### src/rtl/idu_stage.sv
// idu_stage: RV32I decode stage between fetch and execute, valid/ready on both sides.
// Define IDU_SKID_EN to add a one-entry skid register and a fully registered in_ready.
module idu_stage #(
  parameter int XLEN   = 32,
  parameter int REG_AW = 5
) (
  input  logic            clk,
  input  logic            rst,
  input  logic            in_valid,
  output logic            in_ready,
  input  logic [XLEN-1:0] in_pc,
  input  logic [31:0]     in_inst,
  output logic            out_valid,
  input  logic            out_ready,
  output logic [XLEN-1:0] out_pc,
  output logic [31:0]     out_inst,
  output logic [4:0]      out_rs1,
  output logic [4:0]      out_rs2,
  output logic [4:0]      out_rd,
  output logic [XLEN-1:0] out_imm,
  output logic [3:0]      out_op_class,
  output logic            out_illegal,
  output logic            out_is_ebreak
);

  typedef struct packed {
    logic [XLEN-1:0] pc;
    logic [31:0]     inst;
    logic [XLEN-1:0] imm;
    logic [3:0]      op_class;
    logic            illegal;
    logic            ebreak;
  } entry_t;

  logic [6:0]  w_opcode;
  logic [2:0]  w_funct3;
  logic [3:0]  w_class;
  logic [31:0] w_imm32;
  logic        w_use_rd;
  logic        w_use_rs1;
  logic        w_use_rs2;
  logic        w_bad_f3;
  logic        w_rv32e_bad;
  logic        w_illegal;
  entry_t      w_new;

  assign w_opcode = in_inst[6:0];
  assign w_funct3 = in_inst[14:12];

  always_comb begin
    w_class   = 4'd15;
    w_imm32   = 32'd0;
    w_use_rd  = 1'b0;
    w_use_rs1 = 1'b0;
    w_use_rs2 = 1'b0;
    w_bad_f3  = 1'b0;
    case (w_opcode)
      7'b0110111: begin
        w_class  = 4'd0;
        w_imm32  = {in_inst[31:12], 12'd0};
        w_use_rd = 1'b1;
      end
      7'b0010111: begin
        w_class  = 4'd1;
        w_imm32  = {in_inst[31:12], 12'd0};
        w_use_rd = 1'b1;
      end
      7'b1101111: begin
        w_class  = 4'd2;
        w_imm32  = {{12{in_inst[31]}}, in_inst[19:12], in_inst[20], in_inst[30:21], 1'b0};
        w_use_rd = 1'b1;
      end
      7'b1100111: begin
        w_class   = 4'd3;
        w_imm32   = {{20{in_inst[31]}}, in_inst[31:20]};
        w_use_rd  = 1'b1;
        w_use_rs1 = 1'b1;
      end
      7'b1100011: begin
        w_class   = 4'd4;
        w_imm32   = {{20{in_inst[31]}}, in_inst[7], in_inst[30:25], in_inst[11:8], 1'b0};
        w_use_rs1 = 1'b1;
        w_use_rs2 = 1'b1;
        w_bad_f3  = (w_funct3 == 3'd2) || (w_funct3 == 3'd3);
      end
      7'b0000011: begin
        w_class   = 4'd5;
        w_imm32   = {{20{in_inst[31]}}, in_inst[31:20]};
        w_use_rd  = 1'b1;
        w_use_rs1 = 1'b1;
        w_bad_f3  = (w_funct3 == 3'd3) || (w_funct3 == 3'd6) || (w_funct3 == 3'd7);
      end
      7'b0100011: begin
        w_class   = 4'd6;
        w_imm32   = {{20{in_inst[31]}}, in_inst[31:25], in_inst[11:7]};
        w_use_rs1 = 1'b1;
        w_use_rs2 = 1'b1;
        w_bad_f3  = (w_funct3 >= 3'd3);
      end
      7'b0010011: begin
        w_class   = 4'd7;
        w_imm32   = {{20{in_inst[31]}}, in_inst[31:20]};
        w_use_rd  = 1'b1;
        w_use_rs1 = 1'b1;
      end
      7'b0110011: begin
        w_class   = 4'd8;
        w_use_rd  = 1'b1;
        w_use_rs1 = 1'b1;
        w_use_rs2 = 1'b1;
      end
      7'b1110011: begin
        w_class   = 4'd9;
        w_imm32   = {{20{in_inst[31]}}, in_inst[31:20]};
        w_use_rd  = 1'b1;
        w_use_rs1 = 1'b1;
      end
      default: ;
    endcase
  end

  // RV32E only has x0..x15, so bit 4 of any register field the opcode reads or writes is illegal
  assign w_rv32e_bad = (REG_AW == 4) &&
                       ((w_use_rd & in_inst[11]) | (w_use_rs1 & in_inst[19]) | (w_use_rs2 & in_inst[24]));
  assign w_illegal   = (w_class == 4'd15) || w_bad_f3 || w_rv32e_bad;

  always_comb begin
    w_new          = '0;
    w_new.pc       = in_pc;
    w_new.inst     = in_inst;
    w_new.imm      = XLEN'($signed(w_imm32));
    w_new.op_class = w_illegal ? 4'd15 : w_class;
    w_new.illegal  = w_illegal;
    w_new.ebreak   = (in_inst == 32'h0010_0073);
  end

  entry_t r_main;
  logic   r_main_vld;
  logic   w_in_fire;
  logic   w_out_fire;

  assign w_in_fire  = in_valid & in_ready;
  assign w_out_fire = r_main_vld & out_ready;

`ifdef IDU_SKID_EN
  entry_t r_skid;
  logic   r_skid_vld;
  logic   r_in_ready;
  logic   w_skid_vld_next;

  assign w_skid_vld_next = r_skid_vld ? (~w_out_fire | w_in_fire)
                                      : (w_in_fire & r_main_vld & ~w_out_fire);
  assign in_ready = r_in_ready;

  always_ff @(posedge clk or posedge rst) begin
    if (rst) begin
      r_main     <= '0;
      r_main_vld <= 1'b0;
      r_skid     <= '0;
      r_skid_vld <= 1'b0;
      r_in_ready <= 1'b0;
    end else begin
      if (w_out_fire) begin
        // Skid always holds the younger entry, so it is promoted before any new capture
        if (r_skid_vld) begin
          r_main <= r_skid;
          if (w_in_fire) r_skid <= w_new;
        end else begin
          r_main_vld <= w_in_fire;
          if (w_in_fire) r_main <= w_new;
        end
      end else if (w_in_fire) begin
        if (r_main_vld) begin
          r_skid <= w_new;
        end else begin
          r_main     <= w_new;
          r_main_vld <= 1'b1;
        end
      end
      r_skid_vld <= w_skid_vld_next;
      r_in_ready <= ~w_skid_vld_next;
    end
  end
`else
  logic r_live;

  assign in_ready = r_live & (~r_main_vld | out_ready);

  always_ff @(posedge clk or posedge rst) begin
    if (rst) begin
      r_live     <= 1'b0;
      r_main     <= '0;
      r_main_vld <= 1'b0;
    end else begin
      r_live <= 1'b1;
      if (w_in_fire) begin
        r_main     <= w_new;
        r_main_vld <= 1'b1;
      end else if (w_out_fire) begin
        r_main_vld <= 1'b0;
      end
    end
  end
`endif

  assign out_valid     = r_main_vld;
  assign out_pc        = r_main.pc;
  assign out_inst      = r_main.inst;
  assign out_rs1       = r_main.inst[19:15];
  assign out_rs2       = r_main.inst[24:20];
  assign out_rd        = r_main.inst[11:7];
  assign out_imm       = r_main.imm;
  assign out_op_class  = r_main.op_class;
  assign out_illegal   = r_main.illegal;
  assign out_is_ebreak = r_main.ebreak;

endmodule

### config.mk
export PLATFORM = sky130hd
export DESIGN_NAME = idu_stage
export DESIGN_NICKNAME = d
export VERILOG_FILES = /design/src/rtl/idu_stage.sv
export SDC_FILE = /design/constraint.sdc
export NUM_CORES = 1
export LEC_CHECK = 0
export ABC_AREA = 1
export ABC_CLOCK_PERIOD_IN_PS = 5800
export BUFFER_PORTS_ARGS = -buffer_cell sky130_fd_sc_hd__buf_2
export CORE_MARGIN = 4
export CORE_UTILIZATION = 33
export DETAILED_ROUTE_END_ITERATION = 6
export GPL_TIMING_DRIVEN = 1
export SLEW_MARGIN = 30
export SYNTH_ARGS = -nofsm -noshare
export SYNTH_HDL_FRONTEND = slang
export SYNTH_SLANG_ARGS = --single-unit
### constraint.sdc
create_clock -name clk -period 5.8 [get_ports clk]
set_input_delay 1.16 -clock clk [delete_from_list [all_inputs] [get_ports clk]]
set_output_delay 1.16 -clock clk [all_outputs]
set_load 0.01 [all_outputs]
After elaboration in Yosys (flattened, before gate mapping)
Cells that the tools add are included.
{"block": "word_totals", "output_inout_bits": 119, "regBits": 104, "in_bits": 68, "word_cells": 43}
{"block": "classes", "n_mux": 6, "reduce_logical": 7, "bitwise": 5, "n_lt_le_gt_ge": 1, "eq_ne": 16}
{"operator": "case mux 32 bit (5 select lines)", "count": 1}
{"operator": "case mux 4 bit (10 select lines)", "count": 1}
{"operator": "== test 32 x 21 -> 1 bit, second input constant", "count": 1}
{"operator": "== test 7 bit, second input constant", "count": 4}
{"operator": "== test 7 x 6 -> 1 bit, second input constant", "count": 3}
{"operator": "== test 7 x 5 -> 1 bit, second input constant", "count": 2}
{"operator": "== test 7 x 2 -> 1 bit, second input constant", "count": 1}
{"operator": "== test 3 x 2 -> 1 bit, second input constant", "count": 2}
{"operator": "== test 3 bit, second input constant", "count": 2}
{"operator": "== test 4 bit, second input constant", "count": 1}
{"operator": "logical OR 1 bit", "count": 4}
{"operator": "2-to-1 mux 4 bit", "count": 1}
{"operator": "OR reduction 4 bit", "count": 1}
{"operator": "bitwise AND 1 bit", "count": 3}
{"operator": "greater-or-equal comparator 3 x 2 -> 1 bit, second input constant", "count": 1}
{"operator": "case mux 1 bit (3 select lines)", "count": 1}
{"operator": "2-to-1 mux 1 bit", "count": 2}
{"operator": "nonzero test 2 bit", "count": 1}
{"operator": "OR reduction 2 bit", "count": 1}
{"operator": "inverter 1 bit", "count": 1}
{"operator": "bitwise OR 1 bit", "count": 1}

Longest topological paths before layout
Gate-level depths: netlist of the first run.
{"block": "depth", "ltp_word": 6, "mapped_depth": 11, "ltp_nobuf": 9}

Worst setup path after synthesis of the first run
No wires, ideal clock.
{"block": "synth_timing", "kind": "input port to output port", "startpoint": "in out_ready", "endpoint": "out in_ready", "path_buffers": 0, "arrival_ps": 1420, "stages": 3, "required_time_ps": 4640, "slack_ps": 3220, "path_cell_list": "inv_1 > nand2_1 > and2_1"}
{"block": "synth_between", "elab_chain_cells": 2}
{"item": "from (decl)", "line_no": "14", "rtl": "input logic out_ready,"}
{"item": "bitwise OR 1 bit", "line_no": "187", "rtl": "assign in_ready = r_live & (~r_main_vld | out_ready);"}
{"item": "bitwise AND 1 bit", "line_no": "187"}
{"item": "to (decl)", "line_no": "10", "rtl": "output logic in_ready,"}
Every way passes these cells.

Final worst setup path of the first run
{"block": "layout_timing", "startpoint": "in out_ready", "endpoint": "reg r_main, in the netlist out_imm[25]"}
{"block": "layout_between", "elab_chain_cells": 3}
{"item": "bitwise OR 1 bit", "line_no": "187"}
{"item": "bitwise AND 1 bit", "line_no": "187"}
{"item": "bitwise AND 1 bit", "line_no": "142", "rtl": "assign w_in_fire = in_valid & in_ready;"}
{"item": "to (signal assigned)", "line_no": "197", "rtl": "r_main <= w_new;"}
{"item": "to (decl)", "line_no": "137", "rtl": "entry_t r_main;"}
Every way passes these cells.
A chain may end at the register's enable or synchronous reset.

==> Flow_metrics.wiki, run 1 <==
{| class="wikitable"
! Metric !! Value
|-
| Cell types occupying the most area after synthesis || sky130_fd_sc_hd__dfrtp_1, sky130_fd_sc_hd__nand2_1, sky130_fd_sc_hd__buf_4, sky130_fd_sc_hd__nand3_1, sky130_fd_sc_hd__nor2_1
|-
| Multi-input combinational cell area || 0.00175 mm²
|-
| First-pass detailed-route iteration total || 5
|-
| CTS buffer count || 9
|-
| Share of the yosys chip area belonging to registers || 0.554
|-
| Cell count after placement || 915
|-
| Die outline width || 127 µm
|-
| Final cell count without fillers || 931
|-
| Final design area excluding fillers || a little under 0.006 mm²
|-
| Die Outline Area || 0.0162 mm²
|-
| Max Transition Viols Final || 0
|-
| Global-route wire length before repair || between 20,000 and 25,000 µm
|-
| Insertion delay of the later-clocked pin in the worst-skew pair || 350 ps
|-
| Most frequent cell on the critical path || sky130_fd_sc_hd__nand2_1
|-
| Number of setup buffers added after CTS || 0
|-
| Worst Clk Skew || 7.59 ps
|-
| Total power per unit cell area || slightly below 300 mW/mm²
|-
| Type of the most critical hold path || register to register
|-
| Cell leakage power || about 3.5 nW
|-
| Via count of the first global-routing pass || 4,111
|-
| Final hold viol count || 0
|-
| Period Utilization, post-route || 0.507
|-
| CP top delay family || buffers and inverters
|-
| Number of violations reported at the end of detailed-routing iteration 0 || 248
|-
| Area leader, netlist || sky130_fd_sc_hd__dfrtp_1
|-
| Number of library cell types mapped by synthesis || 25
|-
| Per-instance average area after synthesis || 8.03 µm²
|-
| Max stage delay on crit path || 520 ps
|-
| Total negative slack || 0 ps
|-
| Core occupancy in the finished layout || 0.425
|-
| Maximum level of the CTS H-tree || 3
|-
| Hold buffer count at cts || 0
|-
| Cell Chain, Critical Path || buf_2, inv_1, nand2_1, and2_1, nand2_4, inv_2, buf_4, nand2_1, inv_1, nand2_2, nand2_1
|-
| Run status || finished, final reports clean
|-
| Max Fanout on Critical Path || 49
|-
| GP Congestion || 0.787
|-
| Via count normalized by instance count || about 4.4
|-
| Number of gates given a new drive strength after cts || 0
|-
| Clock transition at the registers of the reported paths || approximately 70 ps
|-
| Worst path buffer plus inverter count || 5
|-
| Antenna Nets Post-Route || 0
|-
| Maximum buffer depth of the clock tree || 2
|-
| Peak ir drop on the vdd network || 0.000125 V
|-
| Total of fill cells in the finished design || 1,459
|-
| Element type at the critical path end || register
|-
| Routed via count || 4,125
|-
| Core Footprint || 0.0139 mm²
|-
| Diodes inserted || 0
|-
| Mapped Area || 0.00470 mm²
|-
| Mapped Nets || around 650
|-
| Transition time at the pin with the least slew margin || 804 ps
|-
| Layout cells sized above 1 || 0.298
|-
| Final worst slack || 2860 ps
|-
| Placed inst area || 0.00564 mm²
|-
| Fraction of post-synthesis cell area in the top cell type by area || 0.554
|-
| Most common cell after layout, fill and taps aside || sky130_fd_sc_hd__nand2_1
|-
| Total routing resource utilization after global routing || 0.161
|-
| Number of sinks on the clock net || 104
|-
| Endpoint required time on the critical path || 6080 ps
|-
| WL per Instance || 13.9 µm
|-
| Crit Path Category || input pin to register
|-
| Clock root cell || sky130_fd_sc_hd__clkbuf_16
|-
| RSZ-0062 raised after global routing || no
|-
| Number of design rule violations left after detail routing || 0
|-
| Commonest non-fill, non-tap cells in the layout || sky130_fd_sc_hd__nand2_1, sky130_fd_sc_hd__buf_2, sky130_fd_sc_hd__dfrtp_1
|-
| Std cell rows || 43
|-
| Number of antenna violations at the first check in global routing || 1
|-
| Total global routing overflow || 0
|-
| Number of endpoints failing setup at the final stage || 0
|-
| CP max stage cell || sky130_fd_sc_hd__inv_2
|-
| Reported max-cap violation count || 0
|-
| Sum of routed wire length over all layers || 13,000 µm
|-
| Flip-flop and latch count after synthesis || 104
|-
| Worst-case headroom to the max-slew limit || 0.464
|-
| Syn Inst Count || 585
|-
| FF+latch area || 0.00260 mm²
|-
| WP data arrival || around 3200 ps
|-
| Layout Area Growth over Synthesis || 26.1%
|-
| Warning count from the yosys run || 0
|-
| Startpoint types || input pin
|-
| Post-layout nets || roughly 800
|-
| Clock tree from TritonCTS || done
|-
| Largest net degree at the start of global routing || ~70
|-
| Minimum clock period || between 2000 and 3000 ps
|-
| HPWL Detailed || 9440 µm
|-
| Port Buffers || 186
|-
| Die height || 127 µm
|-
| Fmax || 340 MHz
|-
| Effective utilization at floorplan || 0.337
|-
| Boundary pin count || roughly 190
|-
| Setup slack after placement || between 2000 and 2500 ps
|}
-- through the flow --
stage,total power (W),hold WS (ps)
after floorplan,0.00106,515
after global placement,0.00121,460
after detailed placement,0.00121,459
after CTS,0.00179,479
after global routing,0.00187,491
final,0.00176,476
-- sequential cells by signal, indices dropped and copies added (netlist names) --
signal	flops
out_op_class	4
out_pc	32
r_live	1
out_inst	32
out_valid	1
out_imm	32
out_is_ebreak	1
out_illegal	1
-- Yosys cell counts, drive strengths merged --
library cell  instances
nand2               294
dfrtp               104
nor2                 39
buf                  35
nand3                31
inv                  26
o21ai                18
a21oi                13
nand3b                6
clkbuf                5
nor3                  4
nand4                 3
or2                   3
nor4                  2
and2                  1
conb                  1
-- worst reg2reg max path, cell delays in order, from the launching register on --
cell	delay, ps
sky130_fd_sc_hd__dfrtp_1	390
sky130_fd_sc_hd__nand2_1	80
sky130_fd_sc_hd__and2_1	180
sky130_fd_sc_hd__nand2_4	300
sky130_fd_sc_hd__inv_2	530
sky130_fd_sc_hd__buf_4	410
sky130_fd_sc_hd__nand2_1	120
sky130_fd_sc_hd__inv_1	90
sky130_fd_sc_hd__nand2_2	160
sky130_fd_sc_hd__nand2_1	120
-- per-layer routing --
metal	global-route usage	part of all wire
met2	0.255	0.46
met4	0.0530	0.014
met5	0	0.0015
met1	0.215	0.46
met3	0.0443	0.071
-- report_power, final --
group | internal [W] | total [W] | switching [W]
sequential | 0.000809 | 0.000856 | 0.0000473
clock | 0.000304 | 0.000576 | 0.000273
combinational | 0.000129 | 0.000330 | 0.000201
total | 0.00124 | 0.00176 | 0.000521
-- cell families after synthesis --
logic type	after synthesis	synth area share
and+or+nand+nor	383	0.338
buffers and inverters	66	0.0740
AOI/OAI and AO/OA	31	0.0330
other	1	0.000798
DFF	104	0.554
-- cell type report --
cell class / instances / area share
sequential: 104 / 0.439
multi-input combinational: 415 / 0.296
timing repair buffer: 190 / 0.162
clock buffer: 10 / 0.0403
tap: 180 / 0.0380
inverter: 26 / 0.0169
clock inverter: 6 / 0.00760
-- path summary, 6_finish.rpt --
path | start | to | slack (ps) | cells after the start
max | out_ready | out_imm[25]$_DFFE_PP0P_ | 2860 | 11
min | out_imm[16]$_DFFE_PP0P_ | out_imm[16]$_DFFE_PP0P_ | 480 | 2
max reg2reg | out_valid$_DFFE_PP0P_ | out_imm[25]$_DFFE_PP0P_ | 3360 | 9
min reg2reg | out_imm[16]$_DFFE_PP0P_ | out_imm[16]$_DFFE_PP0P_ | 480 | 2
max in group asynchronous | rst | out_inst[12]$_DFFE_PP0P_ | 3820 | 3
min in group asynchronous | rst | out_pc[31]$_DFFE_PP0P_ | 950 | 2
Note: power is estimated with default switching activity, not from simulation.
==> inputs of run 2 (changes only) <==
Settings changed: ABC_CLOCK_PERIOD_IN_PS 5800 to 2350.
Clock period 5.8 ns to 2.35 ns, I/O delays scaled along.
==> Flow_metrics.wiki, run 2 (synthesized netlist as in run 1, its figures left out) <==
{| class="wikitable"
! Metric !! Value
|-
| Worst Clk Skew || 4.96 ps (was 7.59 ps)
|-
| Effective utilization at floorplan || 0.337 (unchanged)
|-
| Die height || 127 µm (unchanged)
|-
| Max Transition Viols Final || 0 (unchanged)
|-
| Hold buffer count at cts || 0 (unchanged)
|-
| Setup slack after placement || 357 ps (was 2470 ps)
|-
| Die Outline Area || 0.0162 mm² (unchanged)
|-
| Number of design rule violations left after detail routing || 0 (unchanged)
|-
| RSZ-0062 raised after global routing || no (unchanged)
|-
| Sum of internal, switching and leakage power || 0.00479 W (was 0.00176 W)
|-
| Total global routing overflow || 0 (unchanged)
|-
| Number of endpoints failing setup at the final stage || 0 (unchanged)
|-
| Cell Chain, Critical Path || nand2_1, and2_1, nand2_4, inv_2, nand2_1, inv_1, nand2_2, nand2_1 (was buf_2, inv_1, nand2_1, and2_1, nand2_4, inv_2, buf_4, nand2_1, inv_1, nand2_2, nand2_1)
|-
| Worst Setup SP || out_valid$_DFFE_PP0P_ (was out_ready)
|-
| Largest net degree at the start of global routing || 115 (was 68)
|-
| Reported max-cap violation count || 0 (unchanged)
|-
| WL per Instance || 14.2 µm (was 13.9 µm)
|-
| Global-route wire length before repair || 21,100 µm (was 20,900 µm)
|-
| Crit Path Category || register to register (was input pin to register)
|-
| Maximum buffer depth of the clock tree || 2 (unchanged)
|-
| CTS buffer count || 9 (unchanged)
|-
| Number of antenna violations at the first check in global routing || 0 (was 1)
|-
| Total negative slack || 0 ps (unchanged)
|-
| Worst reg-to-reg path cell count || 8 (was 9)
|-
| Transition time at the pin with the least slew margin || 565 ps (was 804 ps)
|-
| Std cell rows || 43 (unchanged)
|-
| Element type at the critical path end || register (unchanged)
|-
| Startpoint types || register (was input pin)
|-
| Number of violations reported at the end of detailed-routing iteration 0 || 268 (was 248)
|-
| Max stage delay on crit path || 380 ps (was 520 ps)
|-
| Type of the most critical hold path || input pin to async pin (was register to register)
|-
| Number of setup buffers added after CTS || 0 (unchanged)
|-
| Most common cell after layout, fill and taps aside || sky130_fd_sc_hd__nand2_1 (unchanged)
|-
| CP top delay family || simple AND/OR/NAND/NOR gates (was buffers and inverters)
|-
| Commonest non-fill, non-tap cells in the layout || sky130_fd_sc_hd__nand2_1, sky130_fd_sc_hd__buf_2, sky130_fd_sc_hd__dfrtp_1 (unchanged)
|-
| Antenna Nets Post-Route || 0 (unchanged)
|-
| Maximum level of the CTS H-tree || 3 (unchanged)
|-
| Layout cells sized above 1 || 0.299 (was 0.298)
|-
| Sum of routed wire length over all layers || 13,200 µm (was 13,000 µm)
|-
| Clock tree from TritonCTS || done (unchanged)
|-
| Final design area excluding fillers || 0.00606 mm² (was 0.00593 mm²)
|-
| Final hold viol count || 0 (unchanged)
|-
| Diodes inserted || 0 (unchanged)
|-
| Terminus of the critical flop-to-flop path || out_imm[28]$_DFFE_PP0P_ (was out_imm[25]$_DFFE_PP0P_)
|-
| Cell leakage power || 3.59 nW (was 3.53 nW)
|-
| Minimum clock period || 1660 ps
|-
| Number of gates given a new drive strength after cts || 0 (unchanged)
|-
| Most frequent cell on the critical path || sky130_fd_sc_hd__nand2_1 (unchanged)
|-
| Clock root cell || sky130_fd_sc_hd__clkbuf_16 (unchanged)
|-
| Run status || finished, final reports clean (unchanged)
|-
| First-pass detailed-route iteration total || 5 (unchanged)
|-
| Total power per unit cell area || 790 mW/mm² (was 297 mW/mm²)
|-
| Final worst slack || 692 ps (was 2860 ps)
|-
| Core occupancy in the finished layout || 0.435 (was 0.425)
|-
| Reg2Reg Setup Slack || 690 ps (was 3360 ps)
|-
| WP data arrival || 1940 ps (was 3220 ps)
|-
| Crit path to || out_imm[28]$_DFFE_PP0P_ (was out_imm[25]$_DFFE_PP0P_)
|-
| Core Footprint || 0.0139 mm² (unchanged)
|-
| Routed via count || 4,192 (was 4,125)
|-
| Fmax || 603 MHz
|-
| HPWL Detailed || 9300 µm (was 9440 µm)
|-
| Post-layout nets || 815 (was 814)
|-
| Launching point of the worst reg2reg path || out_valid$_DFFE_PP0P_ (unchanged)
|-
| Insertion delay of the later-clocked pin in the worst-skew pair || 340 ps (was 350 ps)
|-
| Endpoint required time on the critical path || 2630 ps (was 6080 ps)
|-
| Number of sinks on the clock net || 104 (unchanged)
|-
| CP max stage cell || sky130_fd_sc_hd__dfrtp_1 (was sky130_fd_sc_hd__inv_2)
|-
| Boundary pin count || 187 (unchanged)
|-
| Port Buffers || 186 (unchanged)
|-
| Worst path buffer plus inverter count || 2 (was 5)
|-
| Placed inst area || 0.00569 mm² (was 0.00564 mm²)
|-
| Die outline width || 127 µm (unchanged)
|-
| Peak ir drop on the vdd network || 0.000386 V (was 0.000125 V)
|-
| Total routing resource utilization after global routing || 0.164 (was 0.161)
|-
| Layout Area Growth over Synthesis || 28.9% (was 26.1%)
|-
| Max Fanout on Critical Path || 20 (was 49)
|-
| Worst-case headroom to the max-slew limit || 0.624 (was 0.464)
|-
| Total number of cells along the worst setup path || 8 (was 11)
|-
| Via count normalized by instance count || 4.50 (was 4.43)
|-
| Period Utilization, post-route || 0.706
|-
| Via count of the first global-routing pass || 4,060 (was 4,111)
|-
| Clock transition at the registers of the reported paths || 70 ps (about the same)
|-
| GP Congestion || 0.814 (was 0.787)
|}
-- run 2: how the worst min path moves through the flow --
stage | startpoint | endpoint | slack (ps)
after global routing | in_pc[18] | out_pc[18]$_DFFE_PP0P_ | 310
after global placement | out_pc[7]$_DFFE_PP0P_ | out_pc[7]$_DFFE_PP0P_ | 460
after CTS | in_pc[3] | out_pc[3]$_DFFE_PP0P_ | 300
after detailed placement | out_pc[22]$_DFFE_PP0P_ | out_pc[22]$_DFFE_PP0P_ | 460
final | rst | out_pc[12]$_DFFE_PP0P_ | 290
after floorplan | out_inst[0]$_DFFE_PP0P_ | out_inst[0]$_DFFE_PP0P_ | 520
-- run 2: routing by layer --
metal	global-route usage	part of all wire	vias to the layer above	wire, µm
met5	0	0	-	0
met4	0.0587	0.017	0	227
met3	0.0414	0.075	15	987
met2	0.242	0.44	150	5760
met1	0.235	0.47	1914	6220
li1	-	-	2113	-
-- run 2: area by class of cell --
type | instances | area [µm²]
Fill cell | 1403 | 7880
Sequential cell | 104 | 2600
Multi-Input combinational cell | 415 | 1750
Timing Repair Buffer | 191 | 1010
Clock buffer | 10 | 239
Tap cell | 180 | 225
Clock inverter | 6 | 130
Inverter | 26 | 101
-- run 2: worst min-delay path, cell delays in order --
cell	delay (ps)
sky130_fd_sc_hd__buf_2	110
sky130_fd_sc_hd__clkinvlp_4	70
sky130_fd_sc_hd__buf_12	430
-- run 2: per-stage QoR --
| step | std cells | hold WS, ps |
|---|---|---|
| after floorplan | 585 | 515 |
| after detailed placement | 916 | 460 |
| after CTS | 932 | 298 |
| after global placement | 916 | 458 |
| after global routing | 932 | 309 |
| final | 932 | 287 |
-- run 2: power breakdown --
| group | switching (W) | total [W] | leakage, nW | internal, W |
|---|---|---|---|---|
| Combinational | 0.000506 | 0.000833 | 2.09 | 0.000328 |
| Sequential | 0.000114 | 0.00211 | 1.33 | 0.00200 |
| Clock | 0.000669 | 0.00184 | 0.182 | 0.00117 |
| Total | 0.00129 | 0.00479 | 3.59 | 0.00350 |
==> inputs of run 3 (changes only) <==
Settings changed: ABC_CLOCK_PERIOD_IN_PS 2350 to 1470.
Clock period 2.35 ns to 1.47 ns, I/O delays scaled along.
==> Flow_metrics.wiki, run 3 (synthesized netlist as in run 1, its figures left out) <==
{| class="wikitable"
! Metric !! Value
|-
| WL per Instance || 14.1 µm (was 14.2 µm)
|-
| Cell Chain, Critical Path || nand2_2, and2_4, nand2_4, buf_12, buf_12, a21oi_1, nand2_1 (was nand2_1, and2_1, nand2_4, inv_2, nand2_1, inv_1, nand2_2, nand2_1)
|-
| Placed inst area || 0.00596 mm² (was 0.00569 mm²)
|-
| CTS buffer count || 9 (unchanged)
|-
| Setup slack after placement || -11.9 ps (was 357 ps)
|-
| Via count of the first global-routing pass || 4,183 (was 4,060)
|-
| Minimum clock period || 1390 ps (was 1660 ps)
|-
| Cell count after placement || 942 (was 916)
|-
| WP data arrival || 1620 ps (was 1940 ps)
|-
| Core occupancy in the finished layout || 0.459 (was 0.435)
|-
| Diodes inserted || 0 (unchanged)
|-
| RSZ-0062 raised after global routing || yes (was no)
|-
| Startpoint types || register (unchanged)
|-
| Maximum level of the CTS H-tree || 3 (unchanged)
|-
| Max Fanout on Critical Path || 31 (was 20)
|-
| Total routing resource utilization after global routing || 0.169 (was 0.164)
|-
| Die Outline Area || 0.0162 mm² (unchanged)
|-
| Element type at the critical path end || register (unchanged)
|-
| Max Transition Viols Final || 0 (unchanged)
|-
| Number of design rule violations left after detail routing || 0 (unchanged)
|-
| Total negative slack || 0 ps (unchanged)
|-
| Effective utilization at floorplan || 0.337 (unchanged)
|-
| Die outline width || 127 µm (unchanged)
|-
| First-pass detailed-route iteration total || 4 (was 5)
|-
| Cell leakage power || 3.78 nW (was 3.59 nW)
|-
| Max stage delay on crit path || 390 ps (was 380 ps)
|-
| Largest net degree at the start of global routing || 56 (was 115)
|-
| Commonest non-fill, non-tap cells in the layout || sky130_fd_sc_hd__nand2_1, sky130_fd_sc_hd__buf_2, sky130_fd_sc_hd__dfrtp_1 (unchanged)
|-
| Reported max-cap violation count || 0 (unchanged)
|-
| HPWL Detailed || 9990 µm (was 9300 µm)
|-
| CP max stage cell || sky130_fd_sc_hd__dfrtp_1 (unchanged)
|-
| Post-layout nets || 850 (was 815)
|-
| Crit Path Category || register to register (unchanged)
|-
| Clock transition at the registers of the reported paths || 70 ps (about the same)
|-
| GP Congestion || 0.829 (was 0.814)
|-
| Core Footprint || 0.0139 mm² (unchanged)
|-
| Period Utilization, post-route || 0.944 (was 0.706)
|-
| Worst Clk Skew || 4.46 ps (was 4.96 ps)
|-
| Die height || 127 µm (unchanged)
|-
| Total global routing overflow || 0 (unchanged)
|-
| Routed via count || 4,367 (was 4,192)
|-
| Antenna Nets Post-Route || 0 (unchanged)
|-
| Port Buffers || 186 (unchanged)
|-
| Global-route wire length before repair || 21,700 µm (was 21,100 µm)
|-
| Layout cells sized above 1 || 0.338 (was 0.299)
|-
| Number of sinks on the clock net || 104 (unchanged)
|-
| Layout Area Growth over Synthesis || 36.1% (was 28.9%)
|-
| Fmax || 721 MHz (was 603 MHz)
|-
| Via count normalized by instance count || 4.52 (was 4.50)
|-
| Type of the most critical hold path || input pin to register (was input pin to async pin)
|-
| Sum of routed wire length over all layers || 13,600 µm (was 13,200 µm)
|-
| Clock root cell || sky130_fd_sc_hd__clkbuf_16 (unchanged)
|-
| Most frequent cell on the critical path || sky130_fd_sc_hd__buf_12 (was sky130_fd_sc_hd__nand2_1)
|-
| Clock tree from TritonCTS || done (unchanged)
|-
| Peak ir drop on the vdd network || 0.000511 V (was 0.000386 V)
|-
| Std cell rows || 43 (unchanged)
|-
| Final design area excluding fillers || 0.00639 mm² (was 0.00606 mm²)
|-
| Run status || finished, final reports clean (unchanged)
|-
| Number of violations reported at the end of detailed-routing iteration 0 || 253 (was 268)
|-
| Number of endpoints failing setup at the final stage || 0 (unchanged)
|-
| Total power per unit cell area || 1150 mW/mm² (was 790 mW/mm²)
|-
| Final worst slack || 82.6 ps (was 692 ps)
|-
| Final hold viol count || 0 (unchanged)
|-
| Endpoint required time on the critical path || 1700 ps (was 2630 ps)
|-
| Most common cell after layout, fill and taps aside || sky130_fd_sc_hd__nand2_1 (unchanged)
|-
| Reg2Reg Setup Slack || 80 ps (was 690 ps)
|-
| Final cell count without fillers || 967 (was 932)
|-
| Boundary pin count || 187 (unchanged)
|-
| Insertion delay of the later-clocked pin in the worst-skew pair || 350 ps (was 340 ps)
|-
| Maximum buffer depth of the clock tree || 2 (unchanged)
|-
| Number of antenna violations at the first check in global routing || 0 (unchanged)
|}
[run 3: repair_timing]
action                                  4_1_cts  5_1_grt
pin swaps                                     0        3
gates cloned                                  0        1
gates resized for setup                       1       10
endpoints found under the hold margin         7        0
endpoints found under the setup margin        1       24
hold buffers                                  1        0
buffers inserted                              0        7
[run 3: final timing paths]
kind,from,cells after the start,end
min reg2reg,out_pc[0]$_DFFE_PP0P_,2,out_pc[0]$_DFFE_PP0P_
min,in_pc[10],3,out_pc[10]$_DFFE_PP0P_
min in group asynchronous,rst,3,out_pc[11]$_DFFE_PP0P_
max reg2reg,out_valid$_DFFE_PP0P_,7,out_imm[22]$_DFFE_PP0P_
max in group asynchronous,rst,4,out_imm[4]$_DFFE_PP0P_
max,out_valid$_DFFE_PP0P_,7,out_imm[22]$_DFFE_PP0P_
[run 3: power breakdown]
part,switching [W],internal (W)
clock,0.00109,0.00141
combinational,0.000830,0.000611
sequential,0.000194,0.00319
total,0.00211,0.00522
[run 3: worst max-delay path: cells and delay by family, from the launching register on]
family / cells / cell delay, ps
buffers and inverters: 2 / 350
AOI/OAI and AO/OA: 1 / 160
and+or+nand+nor: 4 / 360
DFF: 1 / 390
[run 3: cell type report]
| type | instances | area, µm² |
|---|---|---|
| Clock inverter | 5 | 53.8 |
| Multi-Input combinational cell | 415 | 1770 |
| Sequential cell | 104 | 2600 |
| Tap cell | 180 | 225 |
| Fill cell | 1419 | 7540 |
| Inverter | 26 | 109 |
| Clock buffer | 11 | 253 |
| Timing Repair Buffer | 226 | 1380 |
[run 3: through the flow]
stage	hold WS [ps]	total power, W
floorplan	404	0.00419
global placement	249	0.00485
detailed placement	251	0.00486
CTS	115	0.00739
global route	133	0.00772
finish	134	0.00733
[run 3: per-layer routing]
metal / up-vias / track usage / routed length, µm
li1: 2185 / - / -
met1: 2007 / 0.238 / 6360
met2: 159 / 0.249 / 5850
met3: 16 / 0.0477 / 1170
met4: 0 / 0.0631 / 233
met5: - / 0 / 0
